$ cat src/rtl/serial_arith_pkg.sv
// ============================================================================
// Module   : serial_arith_pkg
// Purpose  : Shared state encoding and counter sizing for bit-serial arithmetic.
// Revision : 1.0 - initial release
// ============================================================================
`default_nettype none

package serial_arith_pkg;

   typedef enum logic [1:0] {
      IDLE  = 2'd0,
      SHIFT = 2'd1,
      DONE  = 2'd2
   } state_e;

   // Bit counter width; a single bit is enough for the two-bit minimum width.
   function automatic int unsigned cnt_width(input int unsigned w);
      return (w < 2) ? 1 : $clog2(w);
   endfunction

endpackage

`default_nettype wire

$ cat src/rtl/full_subtractor.sv
// ============================================================================
// Module   : full_subtractor
// Purpose  : Single-bit combinational subtractor cell: d = a - b - bi.
// Revision : 1.0 - initial release
// ============================================================================
`default_nettype none

module full_subtractor (
   input  logic a,
   input  logic b,
   input  logic bi,
   output logic d,
   output logic bo
);

   assign d  = a ^ b ^ bi;
   assign bo = (~a & b) | (~(a ^ b) & bi);

endmodule

`default_nettype wire

$ cat src/rtl/serial_subtractor.sv
// ============================================================================
// Module   : serial_subtractor
// Purpose  : Bit-serial WIDTH-bit subtractor, LSB first, one bit per clock.
// Revision : 1.0 - initial release
// ============================================================================
`default_nettype none

module serial_subtractor
   import serial_arith_pkg::*;
#(
   parameter int WIDTH = 8
) (
   input  logic             clk,
   input  logic             rst_n,
   input  logic             start,
   input  logic [WIDTH-1:0] a,
   input  logic [WIDTH-1:0] b,
   input  logic             bin,
   output logic             busy,
   output logic             done,
   output logic [WIDTH-1:0] diff,
   output logic             bout,
   output logic             ovf
);

   localparam int CW = cnt_width(WIDTH);

   state_e           state_q, state_d;
   logic [WIDTH-1:0] a_sr_q, a_sr_d;
   logic [WIDTH-1:0] b_sr_q, b_sr_d;
   logic [WIDTH-1:0] d_sr_q, d_sr_d;
   logic [WIDTH-1:0] diff_q, diff_d;
   logic [CW-1:0]    cnt_q, cnt_d;
   logic             br_q, br_d;
   logic             bout_q, bout_d;
   logic             ovf_q, ovf_d;
   logic             done_q, done_d;
   logic             fs_d, fs_bo;

   full_subtractor u_cell (
      .a  (a_sr_q[0]),
      .b  (b_sr_q[0]),
      .bi (br_q),
      .d  (fs_d),
      .bo (fs_bo)
   );

   always_comb begin
      state_d = state_q;
      a_sr_d  = a_sr_q;
      b_sr_d  = b_sr_q;
      d_sr_d  = d_sr_q;
      diff_d  = diff_q;
      cnt_d   = cnt_q;
      br_d    = br_q;
      bout_d  = bout_q;
      ovf_d   = ovf_q;
      case (state_q)
         IDLE: begin
            if (start) begin
               state_d = SHIFT;
               a_sr_d  = a;
               b_sr_d  = b;
               br_d    = bin;
               cnt_d   = '0;
            end
         end
         SHIFT: begin
            a_sr_d = a_sr_q >> 1;
            b_sr_d = b_sr_q >> 1;
            d_sr_d = {fs_d, d_sr_q[WIDTH-1:1]};
            br_d   = fs_bo;
            if (cnt_q == CW'(WIDTH - 1)) begin
               state_d = DONE;
               diff_d  = {fs_d, d_sr_q[WIDTH-1:1]};
               bout_d  = fs_bo;
               // br_q is the borrow into the MSB at this point
               ovf_d   = br_q ^ fs_bo;
            end else begin
               cnt_d = cnt_q + CW'(1);
            end
         end
         DONE:    state_d = IDLE;
         default: state_d = IDLE;
      endcase
      done_d = (state_d == DONE);
   end

   always_ff @(posedge clk or negedge rst_n) begin
      if (!rst_n) begin
         state_q <= IDLE;
         a_sr_q  <= '0;
         b_sr_q  <= '0;
         d_sr_q  <= '0;
         diff_q  <= '0;
         cnt_q   <= '0;
         br_q    <= 1'b0;
         bout_q  <= 1'b0;
         ovf_q   <= 1'b0;
         done_q  <= 1'b0;
      end else begin
         state_q <= state_d;
         a_sr_q  <= a_sr_d;
         b_sr_q  <= b_sr_d;
         d_sr_q  <= d_sr_d;
         diff_q  <= diff_d;
         cnt_q   <= cnt_d;
         br_q    <= br_d;
         bout_q  <= bout_d;
         ovf_q   <= ovf_d;
         done_q  <= done_d;
      end
   end

   assign busy = (state_q != IDLE);
   assign done = done_q;
   assign diff = diff_q;
   assign bout = bout_q;
   assign ovf  = ovf_q;

endmodule

`default_nettype wire
$ cat config.mk
export PLATFORM = sky130hd
export DESIGN_NAME = serial_subtractor
export DESIGN_NICKNAME = d
export VERILOG_FILES = /design/src/rtl/serial_arith_pkg.sv /design/src/rtl/full_subtractor.sv /design/src/rtl/serial_subtractor.sv
export SDC_FILE = /design/constraint.sdc
export NUM_CORES = 1
export LEC_CHECK = 0
export BUFFER_PORTS_ARGS = -buffer_cell sky130_fd_sc_hd__buf_2
export CORE_ASPECT_RATIO = 1.1
export CORE_MARGIN = 1.5
export CORE_UTILIZATION = 30
export DETAILED_ROUTE_END_ITERATION = 6
export SYNTH_ARGS = -nofsm -noshare
export SYNTH_HDL_FRONTEND = slang
export SYNTH_SLANG_ARGS = --single-unit
$ cat constraint.sdc
create_clock -name clk -period 1.76 [get_ports clk]
set_input_delay 0.352 -clock clk [delete_from_list [all_inputs] [get_ports clk]]
set_output_delay 0.352 -clock clk [all_outputs]
set_load 0.05 [all_outputs]
# --- Word level (Yosys, flattened, before mapping) ---
# Index checks and enable logic that the tools add are counted.
# W data, S select, Z words.
classes:
  n_addsub: 1
  n_eq_ne: 5
  n_mux: 12
  n_bitwise: 8
  n_reduce_logical: 6
ops:
  columns: ["operator", "count"]
  rows:
  - ["$pmux W8 S2", 2]
  - ["$mux W8", 2]
  - ["$mux W3", 2]
  - ["$pmux W3 S2", 1]
  - ["$mux W2", 2]
  - ["$ne A2 B2 Y1 const B", 2]
  - ["$pmux W2 S2", 1]
  - ["$reduce_and A2 Y1", 2]
  - ["$reduce_bool A2 Y1", 2]
  - ["$add A3 B1 Y3 const B", 1]
  - ["$eq A3 B3 Y1 const B", 1]
  - ["$reduce_and A3 Y1", 1]
  - ["$xor A1 B1 Y1", 3]
  - ["$and A1 B1 Y1", 2]
  - ["$eq A2 B1 Y1 const B", 1]
  - ["$eq A2 B2 Y1 const B", 1]
  - ["$logic_not A2 Y1", 1]
  - ["$not A1 Y1", 2]
  - ["$pmux W1 S2", 1]
  - ["$mux W1", 1]
  - ["$or A1 B1 Y1", 1]
word_totals:
  ff_bits: 41
  input_bits: 20
  out_inout_bits: 12
  elab_cells: 42

# --- Depth between registers and ports, before layout ---
# Gate-level depths: netlist of run 1.
depth:
  ltp_word: 5
  mapped_depth: 5
  ltp_nobuf: 4

# --- Modules after synthesis ---
# A second synthesis of run 1 with hierarchy kept.
hier_totals:
  hier_cells: 134
  hier_area_um2: 1826.8
by_module_without_submodules:
  columns: ["mod", "n_inst", "cells_each", "area_each_um2", "seq_area_each_um2"]
  rows:
  - ["serial_subtractor", 1, 130, 1795.5, 1001.0]
  - ["full_subtractor", 1, 4, 31.3, 0.0]

# --- Worst setup path after synthesis of run 1 ---
# OpenSTA, ideal clock, no wires.
synth_timing:
  path_kind: "reg-to-reg"
  from: "reg cnt_q[0]"
  to: "reg bout_q, in the netlist bout"
  setup_time_ns: 0.128
  arrival_time_ns: 1.363
  required_time_ns: 1.632
  setup_slack_ns: 0.269
  path_stages_with_launch: 6
  n_path_buf: 1
  synth_period_minus_slack_ns: 1.491
  path_cell_list: "dfrtp_1 -> ha_1 -> ha_1 -> nand3b_4 -> buf_6 -> mux2_1"
synth_between:
  elab_chain_cells: 2
synth_rtl:
  columns: ["element", "line_no", "text"]
  rows:
  - ["from (decl)", "serial_subtractor.sv:33", "logic [CW-1:0] cnt_q, cnt_d;"]
  - ["from (signal assigned)", "serial_subtractor.sv:107", "cnt_q <= cnt_d;"]
  - ["$eq A3 B3 Y1", "serial_subtractor.sv:73", "if (cnt_q == CW'(WIDTH - 1)) begin"]
  - ["$reduce_and A2 Y1 (no line)", null, null]
  - ["to (signal assigned)", "serial_subtractor.sv:109", "bout_q <= bout_d;"]
  - ["to (decl)", "serial_subtractor.sv:35", "logic bout_q, bout_d;"]
# Every way passes these cells.
# A chain may end at the register's enable or synchronous reset.

# --- Final worst setup path of run 1 ---
layout_timing:
  from: "reg state_q[1]"
  to: "out busy"
layout_between:
  elab_chain_cells: 1
layout_rtl:
  columns: ["element", "line_no", "text"]
  rows:
  - ["from (decl)", "serial_subtractor.sv:28", "state_e state_q, state_d;"]
  - ["from (signal assigned)", "serial_subtractor.sv:102", "state_q <= state_d;"]
  - ["$reduce_bool A2 Y1", "serial_subtractor.sv:115", "assign busy = (state_q != IDLE);"]
  - ["to (decl)", "serial_subtractor.sv:19", "output logic busy,"]
# Every way passes these cells.

==> results of run 1 <==
Yosys cell counts (all sizes together), types with 2 or more instances:
cell     count  area share [%]
dfrtp       40              55
inv         22             4.5
a222oi      15             8.2
mux2        15             9.3
nor2        15             3.1
buf          9             4.9
nor2b        4             1.9
and3         3             1.0
a221o        2             1.1
ha           2             1.4
mux2i        2             1.1
nand2        2            0.41
nand4bb      2             1.2
o311ai       2            0.96
per-stage QoR:
step / cells / util [%] / power (W)
2_1_floorplan: 145 / - / 0.00304
6_report: 258 / 36.7 / 0.00397
3_5_place_dp: 250 / 35.2 / 0.00343
4_1_cts: 258 / 36.7 / 0.00404
5_1_grt: 258 / 36.7 / 0.00429
3_3_place_gp: 250 / 35.2 / 0.00339
kinds of logic (layout without fill, tap and decap cells):
| group | after synthesis | in the layout | share of synthesized area, % |
|---|---|---|---|
| DFF | 40 | 40 | 55.0 |
| AOI/OAI and AO/OA | 22 | 22 | 12.0 |
| adders and majority gates | 3 | 3 | 2.47 |
| xor gates and xnor gates | 1 | 1 | 0.481 |
| and+or+nand+nor | 30 | 30 | 10.0 |
| muxes | 17 | 17 | 10.4 |
| buffers and inverters | 32 | 68 | 9.69 |
routing by layer:
| layer | up-vias | GRT usage, % |
|---|---|---|
| met1 | 594 | 14.8 |
| met4 | 0 | 3.97 |
| li1 | 578 | - |
| met5 | - | 0 |
| met2 | 35 | 17.1 |
| met3 | 5 | 3.37 |
flip-flops by register name, summed over array words and instances (netlist names):
register  cells
a_sr_q        8
b_sr_q        8
bout          1
br_q          1
cnt_q         3
d_sr_q        7
diff          8
done          1
ovf           1
state_q       2
cell type report:
class | instances | area [µm²] | share of cell area, %
timing repair buffer | 38 | 220 | 10.3
sequential | 40 | 1000 | 47.0
inverter | 22 | 82.6 | 3.87
tap | 77 | 96.3 | 4.52
clock inverter | 3 | 18.8 | 0.880
clock buffer | 5 | 68.8 | 3.23
multi-input combinational | 73 | 643 | 30.2
path summary, 6_finish.rpt:
check / to / start / slack, ps / cells after the start
worst max-delay path: busy / state_q[1]$_DFF_PN0_ / 80 / 2
worst min-delay path: done$_DFF_PN0_ / rst_n / 4 / 1
worst max register to register: diff[0]$_DFFE_PN0P_ / cnt_q[0]$_DFFE_PN0P_ / 210 / 4
worst min register to register: diff[6]$_DFFE_PN0P_ / diff[6]$_DFFE_PN0P_ / 490 / 1
max in group asynchronous: state_q[0]$_DFF_PN0_ / rst_n / 1260 / 2
min in group clk: b_sr_q[7]$_DFFE_PN0P_ / b[7] / 360 / 3
worst max-delay path, delay by kind of cell, from the launching register on:
family | cells | cell delay [ps]
buffers and inverters | 1 | 210
flip-flops | 1 | 490
AND/OR/NAND/NOR | 1 | 330
power groups by stage:
| stage | Clock, W | Combinational, W | Sequential, W |
|---|---|---|---|
| floorplan | 0 | 0.00110 | 0.00194 |
| global placement | 0 | 0.00178 | 0.00161 |
| detailed placement | 0 | 0.00181 | 0.00162 |
| CTS | 0.000620 | 0.00182 | 0.00160 |
| global route | 0.000654 | 0.00197 | 0.00167 |
| finish | 0.000594 | 0.00179 | 0.00159 |
==> results.md, run 1 <==
- Outcome: completed
- Layout Skew: 8.28 ps
- Sequential area share after synthesis: 55.0%
- Post-DP HPWL: 2410 µm
- Skew-Pair Late Insertion Delay: 290 ps
- Synth Register Bits: 40
- Synth Area per Inst: 12.6 µm²
- Routed WL: 3350 µm
- Pre-CTS setup slack: 203 ps
- Hold Slack: 3.89 ps
- CTS tree: yes
- Initial Util: 31.4%
- Crit path setup slack, layout: 81.8 ps
- Detailed-route vias per instance: 4.70
- Pwr dens: 1860 mW/mm²
- Clock network power share: 15.0%
- Num Clock Sinks: 40
- Core footprint: 0.00581 mm²
- H-tree depth: 2
- Chip Width: 77.3 µm
- Post-Syn Instances: 145
- Crit Path Max Fanout: 9
- Hold buffer count at cts: 0
- Mapped cell area: 0.00182 mm²
- Top_reg_cell synth: dfrtp_1
- DIE AREA: 0.00655 mm²
- Met3 routed WL: 181 µm
- Initial antenna violation count: 0
- Iter 0 DRT Violations: 153
- Gates resized, CTS repair: 0
- Layout area overhead: 17.1%
- Slew Viols, Final: 0
- Type of the worst min-delay path: input port to async pin
- Post-CTS setup buffers: 0
- GRT Total Usage: 11.1%
- Crit path kind: register to primary output
- Root Buffer: clkbuf_8
- IO Port Bufs: 31
- Worst path required time: 1410 ps
- Startpoint types: register
- Async set-reset flop share out of synthesis: 100%
- Netlist cell types: 30
- Total congestion overflow: 0
- Routed length on met1: 1580 µm
- Internal power: 0.00237 W
- Bufs on Longest Clock Path: 2
- Post-Syn Nets: 168
- Top sig layer: met4
- Commonest non-fill, non-tap cell in the layout: dfrtp_1
- Worst Tran Pin Value: 469 ps
- RSZ-0062 raised after global routing: false
- Fmax: 596 MHz
- Placed cell area: 0.00204 mm²
- Crit. End Element: primary output
- Arrival @ worst endpoint: 1330 ps
- Comb power frac: 45.0%
- Crit-path cells: or2_2 > buf_2
- Routed Antenna Nets: 0
- Slowest stage delay, CP: 490 ps
- Max VDD drop: 0.000606 V
- TritonCTS Buffers: 5
- Drt wl/cell: 13.0 µm
- Slowest stage cell on the critical path: dfrtp_1
- Final Instance Area: 0.00213 mm²
- Leakage: 1.08 nW
- Number of synthesized flops with an enable pin: 0
- Fin. Hold Viols: 0
- Commonest non-fill, non-tap cells in the layout: dfrtp_1 (39), buf_2 (31), inv_1 (22), nor2_1 (15), a222oi_1 (15)
- P_sw: 0.00160 W
- DR vias: 1212
- Total of max-cap violations: 0
- TritonRoute pass-1 iters: 6
- Final Critical Period: 1680 ps
- Vias in the first global route: 1218
- Routability cong.: 0.709
- Final-layout fill cell count: 577
- Die Ht: 84.7 µm
- Largest net degree at the start of global routing: 23
- Setup TNS: 0 ps
- Row Count: 29
- Ant diodes: 0
- Share of layout cells above drive strength 1: 31.5%
- CTS clk-pin slew, worst paths: 80 ps
- Syn. warnings: 0
- Met2 wire length: 1530 µm
- Nets: 203
- I/O pins: 32
- Final setup violation count: 0
- Period utilization: 95.4%
- Sw Ratio: 40.4%
- Wire length of the first global-routing pass: 5680 µm
- Residual DRC: 0
- Relative slew slack: 68.7%
- Sequential Power Share: 40.0%
No activity file was read; power rests on OpenSTA's default activity.
==> run 2, diff against run 1 <==
- RECOVER_POWER: default -> 25
==> run 2 against run 1 <==
  * Flip-flop and latch count did not move
  * Combinational power barely moved
  * Register-to-register slack barely moved
  * Largest cell class unchanged
==> results.md, run 2 (same netlist as run 1, synthesis figures left out) <==
- Outcome: completed (unchanged)
- Drt wl/cell: 12.9 µm (was 13.0 µm)
- R2R setup slack: 210 ps (about the same)
- Post-layout util: 36.4% (was 36.7%)
- Initial Util: 31.4% (unchanged)
- H-tree depth: 2 (unchanged)
- Relative slew slack: 31.5% (was 68.7%)
- Ant diodes: 0 (unchanged)
- Final Critical Period: 1680 ps (about the same)
- Total congestion overflow: 0 (unchanged)
- Total of max-cap violations: 0 (unchanged)
- DR vias: 1210 (was 1212)
- Commonest non-fill, non-tap cell in the layout: dfrtp_1 (unchanged)
- Routed Antenna Nets: 0 (unchanged)
- Bufs on Longest Clock Path: 2 (unchanged)
- Final setup violation count: 0 (unchanged)
- Fmax: 596 MHz (about the same)
- Share of layout cells above drive strength 1: 30.9% (was 31.5%)
- CTS tree: yes (unchanged)
- Wire length of the first global-routing pass: 5680 µm (unchanged)
- Slew Viols, Final: 0 (unchanged)
- Post-DP HPWL: 2410 µm (unchanged)
- Layout area overhead: 16.2% (was 17.1%)
- Residual DRC: 0 (unchanged)
- Setup TNS: 0 ps (unchanged)
- Largest net degree at the start of global routing: 23 (unchanged)
- Post-CTS setup buffers: 0 (unchanged)
- I/O pins: 32 (unchanged)
- Vias in the first global route: 1218 (unchanged)
- Worst Tran Pin Value: 1030 ps (was 469 ps)
- Nets: 203 (unchanged)
- Routed WL: 3340 µm (was 3350 µm)
- CTS clk-pin slew, worst paths: 80 ps (about the same)
- Iter 0 DRT Violations: 153 (unchanged)
- R2r startpoint: cnt_q[0]$_DFFE_PN0P_ (unchanged)
- Period utilization: 95.3% (was 95.4%)
- Pwr dens: 1880 mW/mm² (was 1860 mW/mm²)
- Pwr Total: 0.00397 W (about the same)
- Die Ht: 84.7 µm (unchanged)
- Commonest non-fill, non-tap cells in the layout: dfrtp_1 (39), buf_2 (30), inv_1 (22), nor2_1 (15), a222oi_1 (15) (was dfrtp_1 (39), buf_2 (31), inv_1 (22), nor2_1 (15), a222oi_1 (15))
- Detailed-route vias per instance: 4.69 (was 4.70)
- Worst path required time: 1410 ps (about the same)
- Root Buffer: clkbuf_8 (unchanged)
- IO Port Bufs: 31 (unchanged)
- Core footprint: 0.00581 mm² (unchanged)
- Worst R2R Path Depth: 4 (unchanged)
- Skew-Pair Late Insertion Delay: 290 ps (about the same)
- TritonRoute pass-1 iters: 5 (was 6)
- Initial antenna violation count: 0 (unchanged)
- GRT Total Usage: 11.1% (unchanged)
- DIE AREA: 0.00655 mm² (unchanged)
- TritonCTS Buffers: 5 (unchanged)
- Routability cong.: 0.709 (unchanged)
- Type of the worst min-delay path: input port to async pin (unchanged)
- Worst R2R End: diff[0]$_DFFE_PN0P_ (unchanged)
- Row Count: 29 (unchanged)
- Arrival @ worst endpoint: 1330 ps (about the same)
- Leakage: 1.08 nW (about the same)
- Startpoint types: register (unchanged)
- Fin. Hold Viols: 0 (unchanged)
- Chip Width: 77.3 µm (unchanged)
- Max VDD drop: 0.000606 V (about the same)
- RSZ-0062 raised after global routing: false (unchanged)
- Crit path kind: register to primary output (unchanged)
- Crit Path Max Fanout: 9 (unchanged)
- Layout Skew: 8.86 ps (was 8.28 ps)
- Crit. End Element: primary output (unchanged)
- Num Clock Sinks: 40 (unchanged)
## run 2: changes by cell type in the layout (fill, tap and decap cells not counted), sizes merged
cell    previous run  this run
buf               38        36
clkbuf             5         7
## run 2: area by class of cell
class,count,area [µm²]
sequential,40,1000
clock buffer,5,68.8
fill,579,3690
clock inverter,3,18.8
timing repair buffer,38,204
inverter,22,82.6
multi-input combinational,73,643
tap,77,96.3
## run 2: how the worst max path moves through the flow
stage | startpoint | to | slack (ps) | depth (start not counted)
detailed placement | cnt_q[0]$_DFFE_PN0P_ | diff[1]$_DFFE_PN0P_ | 200 | 4
global route | state_q[1]$_DFF_PN0_ | busy | 20 | 2
CTS | state_q[0]$_DFF_PN0_ | busy | 20 | 2
global placement | cnt_q[0]$_DFFE_PN0P_ | diff[0]$_DFFE_PN0P_ | 250 | 4
floorplan | cnt_q[0]$_DFFE_PN0P_ | bout$_DFFE_PN0P_ | 270 | 5
finish | state_q[1]$_DFF_PN0_ | busy | 80 | 2
## run 2: worst max-delay path, cell delays in order (launching register included)
cell and delay (ps):
dfrtp_1 490, or2_2 330, buf_2 210
## run 2: per-stage QoR
step                      hold WS, ps  cell area (µm²)  setup slack (ps)  cells
after floorplan                  56.4             1820               269    145
after global placement            323             2040               251    250
after detailed placement          338             2040               203    250
after CTS                        17.7             2130              24.7    258
after global routing              311             2120              15.4    258
final                             209             2120              81.9    258
## run 2: power breakdown
group / internal [W] / leakage (nW) / switching (W)
registers: 0.00135 / 0.478 / 0.000238
logic: 0.000736 / 0.549 / 0.00105
clock network: 0.000276 / 0.0479 / 0.000319
total: 0.00237 / 1.08 / 0.00160
## run 2: what timing repair did
item | CTS | global route
hold buffers | 0 | 0
resized for setup | 0 | 1
endpoints found under the setup margin | 0 | 1
## run 2: layer usage
| metal | part of all wire (%) | vias up | global-route usage [%] |
|---|---|---|---|
| li1 | - | 580 | - |
| met1 | 47 | 592 | 14.8 |
| met2 | 46 | 33 | 17.1 |
| met3 | 6.0 | 5 | 3.37 |
| met4 | 1.6 | 0 | 3.97 |
| met5 | 0 | - | 0 |
==> run 3, diff against run 2 <==
==> constraint.sdc (replaced) <==
create_clock -name clk -period 1.76 [get_ports clk]
set_input_delay 0.088 -clock clk [delete_from_list [all_inputs] [get_ports clk]]
set_output_delay 0.088 -clock clk [all_outputs]
set_load 0.05 [all_outputs]
==> run 3 against run 2 <==
  * Combinational power is essentially flat
  * Design area increased by 2.1%
  * Global-route usage fell by 0.069 points
  * Critical endpoint unchanged
  * Clock-buffer cell count increased by 1
  * Largest power group unchanged
  * Flip-flop and latch count is the same
  * Maximum frequency grew 6.4%
  * Hold slack worse by 110 ps
  * Worst setup slack improved by 100 ps
  * Clock power up 21%
  * Power grew 2.9%
==> results.md, run 3 (same netlist as run 1, synthesis figures left out) <==
- Outcome: completed (unchanged)
- Share of layout cells above drive strength 1: 29.7% (was 30.9%)
- Final setup violation count: 0 (unchanged)
- Num Clock Sinks: 40 (unchanged)
- Layout area overhead: 18.6% (was 16.2%)
- Startpoint types: register (unchanged)
- Fin cells: 259 (was 258)
- Slew Viols, Final: 0 (unchanged)
- Vias in the first global route: 1237 (was 1218)
- Routability cong.: 0.711 (was 0.709)
- Core footprint: 0.00581 mm² (unchanged)
- Routed Antenna Nets: 0 (unchanged)
- Initial antenna violation count: 0 (unchanged)
- Row Count: 29 (unchanged)
- Bufs on Longest Clock Path: 2 (unchanged)
- Crit Path Max Fanout: 11 (was 9)
- Crit-path cells: buf_4 > or2_2 > buf_2 (was or2_2 > buf_2)
- Detailed-route vias per instance: 4.74 (was 4.69)
- Ant diodes: 0 (unchanged)
- Skew-Pair Late Insertion Delay: 280 ps (was 290 ps)
- Pwr dens: 1890 mW/mm² (was 1880 mW/mm²)
- Leakage: 1.09 nW (was 1.08 nW)
- Worst Tran Pin Value: 1100 ps (was 1030 ps)
- Wire length of the first global-routing pass: 5640 µm (was 5680 µm)
- Largest net degree at the start of global routing: 22 (was 23)
- Setup TNS: 0 ps (unchanged)
- Commonest non-fill, non-tap cells in the layout: dfrtp_1 (40), buf_2 (30), inv_1 (22), nor2_1 (15), a222oi_1 (15) (was dfrtp_1 (39), buf_2 (30), inv_1 (22), nor2_1 (15), a222oi_1 (15))
- Gates resized, CTS repair: 0 (unchanged)
- Die Ht: 84.7 µm (unchanged)
- Placed Cells: 250 (unchanged)
- CTS clk-pin slew, worst paths: 70 ps (was 80 ps)
- DIE AREA: 0.00655 mm² (unchanged)
- GRT Total Usage: 11.0% (was 11.1%)
- Drt wl/cell: 12.5 µm (was 12.9 µm)
- RSZ-0062 raised after global routing: false (unchanged)
- Routed WL: 3230 µm (was 3340 µm)
- Worst path required time: 1670 ps (was 1410 ps)
- Total congestion overflow: 0 (unchanged)
- IO Port Bufs: 31 (unchanged)
- Arrival @ worst endpoint: 1490 ps (was 1330 ps)
- Crit path max-delay family: flip-flops (unchanged)
- Type of the worst min-delay path: input port to register (was input port to async pin)
- Iter 0 DRT Violations: 161 (was 153)
- Post-DP HPWL: 2340 µm (was 2410 µm)
- Residual DRC: 0 (unchanged)
- Relative slew slack: 26.8% (was 31.5%)
- Layout Skew: 8.19 ps (was 8.86 ps)
- Slowest stage delay, CP: 490 ps (about the same)
- Final Critical Period: 1580 ps (was 1680 ps)
- Max VDD drop: 0.000554 V (was 0.000606 V)
- H-tree depth: 2 (unchanged)
- Initial Util: 31.4% (unchanged)
- Fmax: 634 MHz (was 596 MHz)
- Crit path kind: register to primary output (unchanged)
- Chip Width: 77.3 µm (unchanged)
- Commonest non-fill, non-tap cell in the layout: dfrtp_1 (unchanged)
- Nets: 204 (was 203)
- Fin. Hold Viols: 0 (unchanged)
- Period utilization: 89.6% (was 95.3%)
- TritonRoute pass-1 iters: 5 (unchanged)
- Crit. End Element: primary output (unchanged)
- I/O pins: 32 (unchanged)
- Worst Path Buf+Inv: 2 (was 1)
- Final-layout fill cell count: 584 (was 579)
- CTS tree: yes (unchanged)
- Root Buffer: clkbuf_8 (unchanged)
- DR vias: 1228 (was 1210)
- TritonCTS Buffers: 5 (unchanged)
- Total of max-cap violations: 0 (unchanged)
- Slowest stage cell on the critical path: dfrtp_1 (unchanged)
-- run 3: cell types whose count changed in the layout (fill, tap and decap cells not counted), sizes merged --
cell         previous run  this run
buf                    36        37
bufinv                  0         1
clkinv                  3         1
dlygate4sd3             0         1
-- run 3: path summary, 6_finish.rpt --
path | startpoint | endpoint | slack (ps) | cells past startpoint
max in group asynchronous | rst_n | a_sr_q[7]$_DFFE_PN0P_ | 570 | 3
worst min-delay path | b[7] | b_sr_q[7]$_DFFE_PN0P_ | 100 | 3
worst max-delay path | state_q[1]$_DFF_PN0_ | busy | 180 | 3
worst min register to register | diff[3]$_DFFE_PN0P_ | diff[3]$_DFFE_PN0P_ | 490 | 1
min in group asynchronous | rst_n | done$_DFF_PN0_ | 520 | 2
worst max register to register | cnt_q[0]$_DFFE_PN0P_ | diff[1]$_DFFE_PN0P_ | 220 | 4
-- run 3: worst register-to-register path, cell delays in order (launching register included) --
cell and delay, ps:
dfrtp_1 400, ha_1 210, ha_1 260, nand3b_4 200, mux2_2 350
-- run 3: metrics by stage --
step | utilization [%] | hold WS, ps | instance area, µm² | power [W] | worst slack [ps]
final | 37.2 | 96.0 | 2160 | 0.00409 | 183
after global routing | 37.2 | 92.0 | 2160 | 0.00441 | 112
after CTS | 37.2 | 90.7 | 2160 | 0.00415 | 157
after detailed placement | 35.2 | 66.6 | 2040 | 0.00341 | 226
after global placement | 35.2 | 65.0 | 2040 | 0.00338 | 247
after floorplan | - | -208 | 1820 | 0.00304 | 269
-- run 3: power by group --
| part | internal, W | total [W] | switching (W) |
|---|---|---|---|
| combinational | 0.000738 | 0.00177 | 0.00103 |
| clock | 0.000421 | 0.000719 | 0.000298 |
| sequential | 0.00135 | 0.00160 | 0.000242 |
-- run 3: final cells by class --
type	count	area, µm²	share of cell area (%)
clock inverters	2	35.0	1.62
multi-input cells	73	643	29.8
repair buffers	39	229	10.6
clock buffers	6	72.6	3.36
flip-flops and latches	40	1000	46.3
well taps	77	96.3	4.46
inverters	22	82.6	3.82
-- run 3: layer usage --
layer | wire length (µm) | global-route usage [%] | part of all wire, %
met2 | 1480 | 16.5 | 46
met5 | 0 | 0 | 0
met4 | 42 | 4.96 | 1.3
met3 | 215 | 3.91 | 6.7
met1 | 1490 | 14.4 | 46
-- run 3: timing repair --
action,4_1_cts,5_1_grt
buffers inserted,0,0
hold buffers,1,0
hold endpoints to repair,19,0
